<file path="src/rtl/ej32_pkg.sv">
// Shared eJ32 ALU definitions: datapath widths and the multiplier FSM state type.
//   DU        default data width
//   DU2       double data width (product width)
//   U1        single-bit width
//   MUL_CNT_W iteration counter width for the default data width
package ej32_pkg;

  localparam int unsigned DU        = 32;
  localparam int unsigned DU2       = 2 * DU;
  localparam int unsigned U1        = 1;
  localparam int unsigned MUL_CNT_W = $clog2(DU);

  typedef enum logic [1:0] {
    MUL_IDLE = 2'd0,
    MUL_RUN  = 2'd1,
    MUL_DONE = 2'd2
  } mul_st_t;

endpackage

</file>
<file path="src/rtl/mul_step.sv">
// One radix-2 shift-add iteration (combinational).
//   acc, m, q   current accumulator, shifted multiplicand, remaining multiplier
//   acc_n       acc + m when q[0] is set, else acc
//   m_n, q_n    multiplicand shifted left, multiplier shifted right
//   qz          no multiplier bits remain after this step
module mul_step
  import ej32_pkg::*;
#(
  parameter int unsigned DSZ = DU
) (
  input  logic [2*DSZ-1:0] acc,
  input  logic [2*DSZ-1:0] m,
  input  logic [DSZ-1:0]   q,
  output logic [2*DSZ-1:0] acc_n,
  output logic [2*DSZ-1:0] m_n,
  output logic [DSZ-1:0]   q_n,
  output logic             qz
);

  // m only holds a DSZ-bit value shifted at most DSZ-1 places, so the sum fits.
  always_comb begin
    acc_n = q[0] ? (acc + m) : acc;
    m_n   = m << 1;
    q_n   = q >> 1;
    qz    = (q_n == '0);
  end

endmodule

</file>
<file path="src/rtl/mul_int.sv">
// Sequential radix-2 shift-add unsigned multiplier, DSZ x DSZ -> 2*DSZ.
//   clk    clock
//   rst    asynchronous active-low reset
//   start  load x,y and begin (ignored while busy)
//   x, y   multiplicand / multiplier, sampled on accepted start
//   busy   iteration in progress
//   done   one-cycle pulse, p holds a new result
//   p      product, held until the next done
// Build option: define MUL_EARLY_EN to leave RUN as soon as no multiplier bits
// remain; otherwise the operation always takes DSZ RUN cycles.
module mul_int
  import ej32_pkg::*;
#(
  parameter int unsigned DSZ = DU
) (
  input  logic             clk,
  input  logic             rst,
  input  logic             start,
  input  logic [DSZ-1:0]   x,
  input  logic [DSZ-1:0]   y,
  output logic             busy,
  output logic             done,
  output logic [2*DSZ-1:0] p
);

  localparam int unsigned PW = 2 * DSZ;
  localparam int unsigned CW = (DSZ > 1) ? $clog2(DSZ) : 1;

`ifdef MUL_EARLY_EN
  localparam bit EARLY = 1'b1;
`else
  localparam bit EARLY = 1'b0;
`endif

  mul_st_t         state, state_n;
  logic [PW-1:0]   m, acc;
  logic [DSZ-1:0]  q;
  logic [CW-1:0]   i;

  logic [PW-1:0]   acc_n, m_n;
  logic [DSZ-1:0]  q_n;
  logic            qz;

  logic            load, step, last;

  mul_step #(.DSZ(DSZ)) u_step (
    .acc   (acc),
    .m     (m),
    .q     (q),
    .acc_n (acc_n),
    .m_n   (m_n),
    .q_n   (q_n),
    .qz    (qz)
  );

  // State register.
  always_ff @(posedge clk or negedge rst) begin
    if (!rst) state <= MUL_IDLE;
    else      state <= state_n;
  end

  // Next state and datapath controls; DONE accepts a new start since busy is low.
  always_comb begin
    state_n = state;
    load    = 1'b0;
    step    = 1'b0;
    last    = 1'b0;
    case (state)
      MUL_IDLE: begin
        if (start) begin
          load    = 1'b1;
          state_n = MUL_RUN;
        end
      end
      MUL_RUN: begin
        step = 1'b1;
        if ((i == '0) || (EARLY && qz)) begin
          last    = 1'b1;
          state_n = MUL_DONE;
        end
      end
      MUL_DONE: begin
        state_n = MUL_IDLE;
        if (start) begin
          load    = 1'b1;
          state_n = MUL_RUN;
        end
      end
      default: state_n = MUL_IDLE;
    endcase
  end

  // Iteration registers.
  always_ff @(posedge clk or negedge rst) begin
    if (!rst) begin
      m   <= '0;
      q   <= '0;
      acc <= '0;
      i   <= '0;
    end else if (load) begin
      m   <= PW'(x);
      q   <= y;
      acc <= '0;
      i   <= CW'(DSZ - 1);
    end else if (step) begin
      m   <= m_n;
      q   <= q_n;
      acc <= acc_n;
      i   <= i - CW'(1);
    end
  end

  // Registered status/result; flags follow the state being entered.
  always_ff @(posedge clk or negedge rst) begin
    if (!rst) begin
      busy <= 1'b0;
      done <= 1'b0;
      p    <= '0;
    end else begin
      busy <= (state_n == MUL_RUN);
      done <= (state_n == MUL_DONE);
      if (last) p <= acc_n;
    end
  end

endmodule

</file>
<file path="config.mk">
export PLATFORM = sky130hd
export DESIGN_NAME = mul_int
export DESIGN_NICKNAME = d
export VERILOG_FILES = /design/src/rtl/ej32_pkg.sv /design/src/rtl/mul_step.sv /design/src/rtl/mul_int.sv
export SDC_FILE = /design/constraint.sdc
export NUM_CORES = 1
export LEC_CHECK = 0
export ABC_CLOCK_PERIOD_IN_PS = 7600
export BUFFER_PORTS_ARGS = -buffer_cell sky130_fd_sc_hd__buf_2
export CORE_AREA = 2 2 152 154
export CTS_CLUSTER_DIAMETER = 100
export DETAILED_ROUTE_END_ITERATION = 10
export DIE_AREA = 0 0 154 156
export PLACE_DENSITY = 0.9
export SYNTH_ARGS = -nofsm -noshare
export SYNTH_HDL_FRONTEND = slang
export SYNTH_SLANG_ARGS = --single-unit
</file>
<file path="constraint.sdc">
create_clock -name clk -period 7.6 [get_ports clk]
set_input_delay 0.76 -clock clk [delete_from_list [all_inputs] [get_ports clk]]
set_output_delay 0.76 -clock clk [all_outputs]
set_load 0.01 [all_outputs]
</file>
==> flow_summary.yaml, run 1 <==
sta:
  fin_crit_sh_pct: 51.5
  max_clock_freq_ghz: 0.256
  finalHoldViolCount: 0
  final-max-slew-violation-count: 0
  post-route-min-period_ns: 3.91
  worstMarginPinSlew_ns: 1.26
  finClkSkew_ns: 0.0139
  setup_viol: 0
  rsz0062_at_grt: "false"
  max_slew_margin_pct: 15.6
  fin_tns_setup_ns: 0
global_route:
  antenna_found_initial: 0
  track_usage_pct: 29.1
  grt_pass1_vias: 11600
  grt_start_max_net_pins: 83
  overflow: 0
  grt_pass1_wl_mm: 57.6
floorplan:
  dieWidth_um: 154
  io_pins: 133
  dieArea_um2: 24000
  core_area_um2: 22400
  die_y_um: 156
  start_util_pct: 59.0
  row_count: 55
clocking:
  cts_tree: "built"
  postCtsSetupRepairBufs: 0
  cts_max_level: 1
  holdBufCountCts: 0
  clk_transition_reported_paths_ns: 0.06
  cts_max_path_buffers: 3
  cts_resized: 0
  cts_buffers: 25
  clkLatencyLatePin_ns: 0.54
  clkSinkCount: 233
  cts_root_buf: "clkbuf_16"
yosys:
  netlist_area_um2: 13200
  post-synth-top-count-cell: "nand2_1"
  synth_top_area_cell: "dfrtp_1"
  synth_flop_cell: "dfrtp_1"
  synthDistinctLibCells: 67
  synth.yosys.seq_area_share_pct: 44.2
  syn_area_per_cell_um2: 8.98
  synth_cells: 1470
  synth_area_leaders: "dfrtp_1 (44%), nand2_1 (8.3%), ha_1 (6.1%), o21ai_0 (5.5%), a21oi_1 (3.7%)"
  syn-num-nets: 1602
  synth_common_cells: "nand2_1 (292), dfrtp_1 (233), o21ai_0 (146), a21oi_1 (97), clkbuf_1 (82)"
  async_reset_ff_share_pct: 100
  ys_seq_elements: 233
  synth.top_cell.area_share_pct: 44.2
  yosysWarnings: 0
  synth-edff-count: 0
placement:
  gp_congestion: 0.942
  dp_hpwl_mm: 23.6
  io_buffers: 132
  place_inst: 1801
cells_and_area:
  layout.nets: 1675
  syn_to_final_growth_pct: 11.9
  drive_gt1_share_pct: 14.0
  fin_cells: 1845
drt:
  via_per_inst: 6.34
  vias: 11700
  first_pass_iters: 6
  drc: 0
  wl_per_cell_um: 19.0
  routed_wl_mm: 35.0
  drt_iter0_drc: 1248
  drtAntennaViolNets: 0
outcome:
  status: "finished, final reports clean"
power:
  power_density_nw_per_um2: 474
  ir_drop_mv: 0.261
  design_power_total_mw: 7.00
  p_leak_nw: 7.21
critical_path:
  worst-path-buf-inv: 0
  crit_fanout: 4
  critPathMaxStageDelay_ns: 0.42
  crit_type: "reg -> reg"
  crit_slowest_cell: "fa_1"
  cp-start-kind: "flop"
  crit_required_ns: 8.01
  path_delay_family: "compound AO/OA/AOI/OAI gates"
  cp_cell_sequence: "ha_1 > fa_1 > a21o_1 > a311o_2 > a221oi_4 > a21oi_1 > o2111ai_1 > nand3_1 > a21oi_2 > o31ai_1 > xnor2_1 > o21ai_0 > mux2_2"
  arrival_ns: 4.32
  cp-end-kind: "flop"
job:
  cap_violations: 0
worst_hold_path:
  hp-class: "in -> async"
==> path summary, 6_finish.rpt <==
path	start	end	slack, ns	depth (start not counted)
hold / removal	rst	p[16]	0.20	1
max in group asynchronous	rst	q[0]	5.95	2
hold reg to reg	p[39]	p[39]	0.46	2
setup reg to reg	m[0]	p[60]	3.69	13
setup / recovery	m[0]	p[60]	3.69	13
min in group clk	x[23]	m[23]	0.45	3
==> sequential cells by signal (all words and copies together) (netlist names) <==
name   count
p         64
i          5
done       1
q         32
acc       64
m         64
state      2
busy       1
==> final cells by class <==
class	instances	area (um2)
Multi-Input combinational cell	1118	6930
Timing Repair Buffer	143	753
Clock buffer	35	703
Clock inverter	8	101
Fill cell	1743	7600
Inverter	22	82.6
Tap cell	285	357
Antenna cell	1	2.50
Sequential cell	233	5830
==> power breakdown <==
group | switching [mW] | internal [mW] | total, mW
Sequential | 0.388 | 1.76 | 2.15
Combinational | 2.25 | 1.39 | 3.64
Clock | 0.505 | 0.711 | 1.22
Total | 3.14 | 3.86 | 7.00
==> metrics by stage <==
step	setup WS (ns)	area, um2	hold WS [ns]	util (%)
after floorplan	4.22	13200	0.447	-
after global placement	3.84	14000	0.444	62.4
after detailed placement	3.76	14000	0.451	62.4
after CTS	3.73	14800	0.230	66.0
after global routing	3.54	14800	0.262	66.0
final	3.69	14800	0.201	66.0
==> cells in the final DEF, fill, tap and decap left out, types with 42 or more instances in the layout <==
cell type / n
a22oi_1: 62
a21oi_1: 97
nor2_1: 55
ha_1: 64
nand3_1: 62
nand2_1: 290
o21ai_0: 146
buf_2: 131
xnor2_1: 42
dfrtp_1: 232
==> routing by layer <==
layer / routed length [um] / up-vias / global-route usage, %
met3: 2770 / 111 / 4.06
met1: 14700 / 5617 / 39.8
met5: 0 / - / 0
met4: 1230 / 0 / 11.2
li1: - / 5424 / -
met2: 16300 / 541 / 47.6
==> cell families (layout without fill, tap and decap cells) <==
group           count (synthesis)  after routing  share of synthesized area [%]
fa+ha+maj                      65             65                           6.22
other cells                     0              1                              0
simple gates                  480            480                           15.6
mux                            28             28                           2.20
flops                         233            233                           44.2
buf+inv                       119            208                           3.52
xor+xnor                       64             64                           4.25
compound gates                481            481                           24.0
Power figures use the tool's default switching activity.
==> inputs of run 2 (changes only) <==
Settings changed: ABC_CLOCK_PERIOD_IN_PS 7600 to 3900.
Clock period 7.6 ns to 3.9 ns, I/O delays scaled along.
==> flow_summary.yaml, run 2 (synthesis gave the netlist of run 1 again) <==
outcome:
  status: "finished, final reports clean"
power:
  seqPwrFrac_pct: 30.4
  p_leak_nw: 7.31
  power_density_nw_per_um2: 919
  p_sw_mw: 6.12
  internal_power_mw: 7.64
  ir_drop_mv: 0.515
  combPwrFrac_pct: 51.6
  p_sw_share_pct: 44.5
  p_clk_share_pct: 17.9
global_route:
  overflow: 0
  grt_pass1_vias: 11600
  track_usage_pct: 29.4
  grt_pass1_wl_mm: 58.1
  grt_start_max_net_pins: 117
  antenna_found_initial: 0
cells_and_area:
  largest_registers: "acc x64, m x64, p x64"
  drive_gt1_share_pct: 15.3
  antenna_cells: 0
  final_common_cell: "nand2_1"
  final_cell_mix: "nand2_1 (290), dfrtp_1 (232), o21ai_0 (145)"
  nFillCells: 1768
  syn_to_final_growth_pct: 13.5
  layout.nets: 1687
  final_area_um2: 15000
  fin_cells: 1859
clocking:
  cts_max_level: 1
  clkSinkCount: 233
  clk_transition_reported_paths_ns: 0.06
  cts_root_buf: "clkbuf_16"
  cts_buffers: 25
  cts_tree: "built"
  clkLatencyLatePin_ns: 0.53
  cts_max_path_buffers: 3
floorplan:
  io_pins: 133
  core_area_um2: 22400
  dieArea_um2: 24000
  start_util_pct: 59.0
  dieWidth_um: 154
  die_y_um: 156
  row_count: 55
drt:
  drt_iter0_drc: 984
  via_per_inst: 6.26
  wl_per_cell_um: 18.7
  vias: 11600
  drc: 0
  drtAntennaViolNets: 0
  routed_wl_mm: 34.8
  first_pass_iters: 6
sta:
  max_slew_margin_pct: 20.0
  fin_tns_setup_ns: 0
  max_clock_freq_ghz: 0.265
  finalHoldViolCount: 0
  final-max-slew-violation-count: 0
  post-route-min-period_ns: 3.77
  worstMarginPinSlew_ns: 1.20
  setup_viol: 0
  rsz0062_at_grt: "true"
  finClkSkew_ns: 0.0201
  fin_crit_sh_pct: 96.6
critical_path:
  crit_required_ns: 4.32
  crit_fanout: 4
  arrival_ns: 4.19
  cp-end-kind: "flop"
  cp-start-kind: "flop"
  crit_type: "reg -> reg"
placement:
  gp_congestion: 0.921
  dp_hpwl_mm: 23.4
  io_buffers: 132
  postPlaceCellArea_um2: 14000
  place_inst: 1808
job:
  cap_violations: 0
worst_hold_path:
  hp-class: "in -> reg"
==> run 2: changes by cell type in the layout (fill, tap and decap cells not counted), sizes merged <==
cell / previous run / this run
clkbuf: 35 / 36
clkinvlp: 0 / 2
buf: 143 / 154
dlygate4sd3: 0 / 1
diode: 1 / 0
==> run 2: path summary, 6_finish.rpt <==
kind / startpoint / to / slack [ns] / depth (start not counted)
min in group asynchronous: rst / p[16] / 0.53 / 2
min: y[10] / q[10] / 0.08 / 3
max reg2reg: m[0] / p[54] / 0.13 / 13
max in group asynchronous: rst / m[36] / 2.39 / 3
min reg2reg: p[43] / p[43] / 0.46 / 2
max: m[0] / p[54] / 0.13 / 13
==> run 2: critical path: stages, from the launching register on <==
cell	delay [ns]
dfrtp_1	0.39
ha_1	0.24
fa_1	0.42
a21o_1	0.23
a311o_2	0.41
a221oi_4	0.36
a211oi_2	0.15
o2111ai_2	0.25
nand3b_1	0.20
a31o_2	0.29
a21oi_4	0.18
xnor2_1	0.15
o21ai_0	0.10
mux2_2	0.28
==> run 2: power by group through the flow <==
stage / Combinational [mW] / Clock [mW] / Sequential, mW
5_1_grt: 7.90 / 2.60 / 4.31
6_report: 7.11 / 2.47 / 4.19
4_1_cts: 6.95 / 2.50 / 4.18
3_3_place_gp: 6.69 / 0 / 4.15
2_1_floorplan: 5.06 / 0 / 4.11
3_5_place_dp: 6.89 / 0 / 4.19
==> run 2: cell type report <==
cell class	instances	area [um2]	share of cell area, %
tap	285	357	2.38
clock inverter	10	124	0.827
multi-input combinational	1118	6980	46.6
sequential	233	5830	38.9
timing repair buffer	155	858	5.73
inverter	22	82.6	0.551
clock buffer	36	747	4.99
==> run 2: repair_timing <==
item,4_1_cts,5_1_grt
resized for setup,1,7
endpoints found under the hold margin,15,0
hold buffers,1,0
buffers inserted,0,4
pin swaps,0,8
endpoints found under the setup margin,1,10
==> run 2: metal layers <==
metal	global-route usage (%)	wire length (um)	up-vias
met2	48.0	16100	485
met5	0	0	-
met1	40.3	15000	5623
met4	9.48	1030	0
met3	4.94	2600	91
li1	-	-	5446
==> run 2: per-stage QoR <==
| step | worst slack, ns | utilization (%) | total power [mW] | hold WS, ns |
|---|---|---|---|---|
| after floorplan | 0.520 | - | 9.17 | 0.0944 |
| after global placement | 0.117 | 62.7 | 10.8 | 0.445 |
| after detailed placement | 0.0684 | 62.7 | 11.1 | 0.451 |
| after CTS | 0.0104 | 66.7 | 13.6 | 0.0711 |
| after global routing | -0.0426 | 67.0 | 14.8 | 0.0849 |
| final | 0.131 | 67.0 | 13.8 | 0.0843 |
==> inputs of run 3 (changes only) <==
Settings changed: ABC_AREA set to 1, CORE_AREA 2 2 152 154 to 2 2 165 167, DIE_AREA 0 0 154 156 to 0 0 167 169, MAX_ROUTING_LAYER set to met4, PLACE_DENSITY 0.9 to 0.89.
==> flow_summary.yaml, run 3 <==
outcome:
  status: "finished, final reports clean"
critical_path:
  cp_common_cell: "nand2_1"
  ff2ff_path_depth: 11
  worst-path-buf-inv: 0
  cp-end-kind: "flop"
  cp_cell_sequence: "ha_1 > fa_1 > nand3_1 > nand3_2 > nand2_1 > nand2_1 > nand2_1 > nand2_1 > xor2_1 > o21ai_0 > o22ai_1"
  path_delay_family: "adder cells"
  cp-start-kind: "flop"
  arrival_ns: 3.05
  worstSetupStartpoint: "m[0]"
  rrSetupSlack_ns: 1.24
  crit_type: "reg -> reg"
  critPathMaxStageDelay_ns: 0.47
  crit_fanout: 4
  crit_required_ns: 4.30
  r2r-end: "acc[16]"
  r2r-start: "m[0]"
  crit_slowest_cell: "fa_1"
power:
  ir_drop_mv: 0.689
  power_density_nw_per_um2: 1030
  p_leak_nw: 10.1
drt:
  vias: 15300
  first_pass_iters: 5
  routed_wl_mm: 49.2
  via_per_inst: 5.45
  drt_iter0_drc: 1296
  drc: 0
  drtAntennaViolNets: 0
  wl_per_cell_um: 17.6
yosys:
  post-synth-top-count-cell: "nand2_1"
  synth_cells: 2339
  synthDistinctLibCells: 38
  synth.top_cell.area_share_pct: 37.4
  syn_area_per_cell_um2: 6.67
  yosysWarnings: 0
  synth_flop_cell: "dfrtp_1"
  netlist_area_um2: 15600
  synth_area_leaders: "dfrtp_1 (37%), nand2_1 (21%), inv_1 (11%), ha_1 (5.1%), nand3_1 (5.1%)"
  synth-edff-count: 0
  syn-num-nets: 2471
  synth_top_area_cell: "dfrtp_1"
  synth_common_cells: "nand2_1 (878), inv_1 (473), dfrtp_1 (233), nand3_1 (160), nor2_1 (88)"
  async_reset_ff_share_pct: 100
  ys_seq_elements: 233
  synth.yosys.seq_area_share_pct: 37.4
sta:
  fin_ws_ns: 1.24
  post-route-min-period_ns: 2.66
  final-max-slew-violation-count: 0
  fin_tns_setup_ns: 0
  finalHoldViolCount: 0
  setup_viol: 0
  fin_crit_sh_pct: 68.1
  max_slew_margin_pct: 26.7
  finClkSkew_ns: 0.00966
  worstMarginPinSlew_ns: 1.10
  max_clock_freq_ghz: 0.377
  rsz0062_at_grt: "false"
cells_and_area:
  drive_gt1_share_pct: 11.1
  antenna_cells: 0
  final_common_cell: "nand2_1"
  final_cell_mix: "nand2_1 (877), inv_1 (470), dfrtp_1 (232)"
  layout.nets: 2573
  multi_input_area_um2: 7660
  syn_to_final_growth_pct: 12.1
  largest_registers: "acc x64, m x64, p x64"
  nFillCells: 2379
  regArea_um2: 5830
placement:
  post-place-ws_ns: 1.26
  dp_hpwl_mm: 37.0
  gp_congestion: 0.991
  io_buffers: 132
clocking:
  clkSinkCount: 233
  cts_tree: "built"
  cts_buffers: 25
  clk_transition_reported_paths_ns: 0.07
  cts_max_level: 1
  postCtsSetupRepairBufs: 0
  cts_root_buf: "clkbuf_16"
  clkLatencyLatePin_ns: 0.55
  cts_max_path_buffers: 3
  cts_resized: 0
global_route:
  grt_pass1_vias: 14800
  track_usage_pct: 36.1
  grt_start_max_net_pins: 92
  grt_pass1_wl_mm: 78.2
  overflow: 0
  antenna_found_initial: 1
worst_hold_path:
  whs_path_depth: 3
  holdPathEnd: "q[9]"
  min-delay-start: "y[9]"
  hp-class: "in -> reg"
floorplan:
  core_area_um2: 26500
  start_util_pct: 58.8
  dieArea_um2: 28200
  dieWidth_um: 167
  row_count: 60
  die_y_um: 169
  io_pins: 133
job:
  cap_violations: 0
## run 3: changes by cell type after synthesis, sizes merged, moves of 50 or more
cell / previous run / this run
a22oi: 62 / 1
inv: 22 / 486
nand2: 292 / 886
nand3: 62 / 168
nor2: 56 / 106
o21ai: 154 / 81
o221ai: 2 / 62
## run 3: metrics by stage
step                hold WS, ns  instances  power (mW)  util, %  area [um2]
floorplan                0.0944       2339        11.8        -       15600
global placement          0.458       2754        14.7     62.4       16500
detailed placement        0.460       2754        15.0     62.4       16500
CTS                      0.0415       2801        17.8     65.9       17500
global route             0.0565       2801        19.4     65.9       17500
finish                   0.0516       2801        17.9     65.9       17500
## run 3: where the power goes
part	switching [mW]	internal (mW)	total, mW
sequential	0.737	3.50	4.23
combinational	7.44	3.54	11.0
clock	1.05	1.65	2.70
## run 3: tightest hold or removal path, stage by stage
cell	delay, ns
buf_2	0.07
nand2_1	0.04
o221ai_1	0.05
## run 3: layout make-up
class,count,share of cell area (%)
Clock buffer,34,3.95
Clock inverter,12,1.37
Inverter,487,10.5
Multi-Input combinational cell,1550,43.8
Sequential cell,233,33.4
Tap cell,341,2.44
Timing Repair Buffer,144,4.58
## run 3: timing repair
item	CTS	global route
setup endpoints to repair	0	0
hold endpoints to repair	89	0
hold buffers	1	0
## run 3: metal layers
layer / global-route usage [%] / vias to the layer above / routed length (um)
met1: 50.0 / 7156 / 22200
li1: - / 7422 / -
met5: - / - / 0
met4: 12.7 / 0 / 1810
met2: 56.1 / 594 / 21900
met3: 3.39 / 95 / 3270
## run 3: how the worst max path moves through the flow
| stage | end | slack, ns | cells after the start |
|---|---|---|---|
| after floorplan | acc[46] | 1.85 | 16 |
| after CTS | acc[16] | 1.25 | 11 |
| after detailed placement | acc[16] | 1.26 | 11 |
| after global routing | p[62] | 1.02 | 16 |
| final | acc[16] | 1.24 | 11 |
| after global placement | acc[16] | 1.27 | 11 |
## run 3: logic make-up (layout without fill, tap and decap cells)
family | count (synthesis) | in the layout | share of synthesized area [%]
DFF | 233 | 233 | 37.4
AOI/OAI and AO/OA | 243 | 243 | 9.71
adders and majority gates | 65 | 65 | 5.26
xor gates and xnor gates | 28 | 28 | 1.57
buffers and inverters | 556 | 677 | 13.6
and+or+nand+nor | 1212 | 1212 | 32.3
muxes | 2 | 2 | 0.128
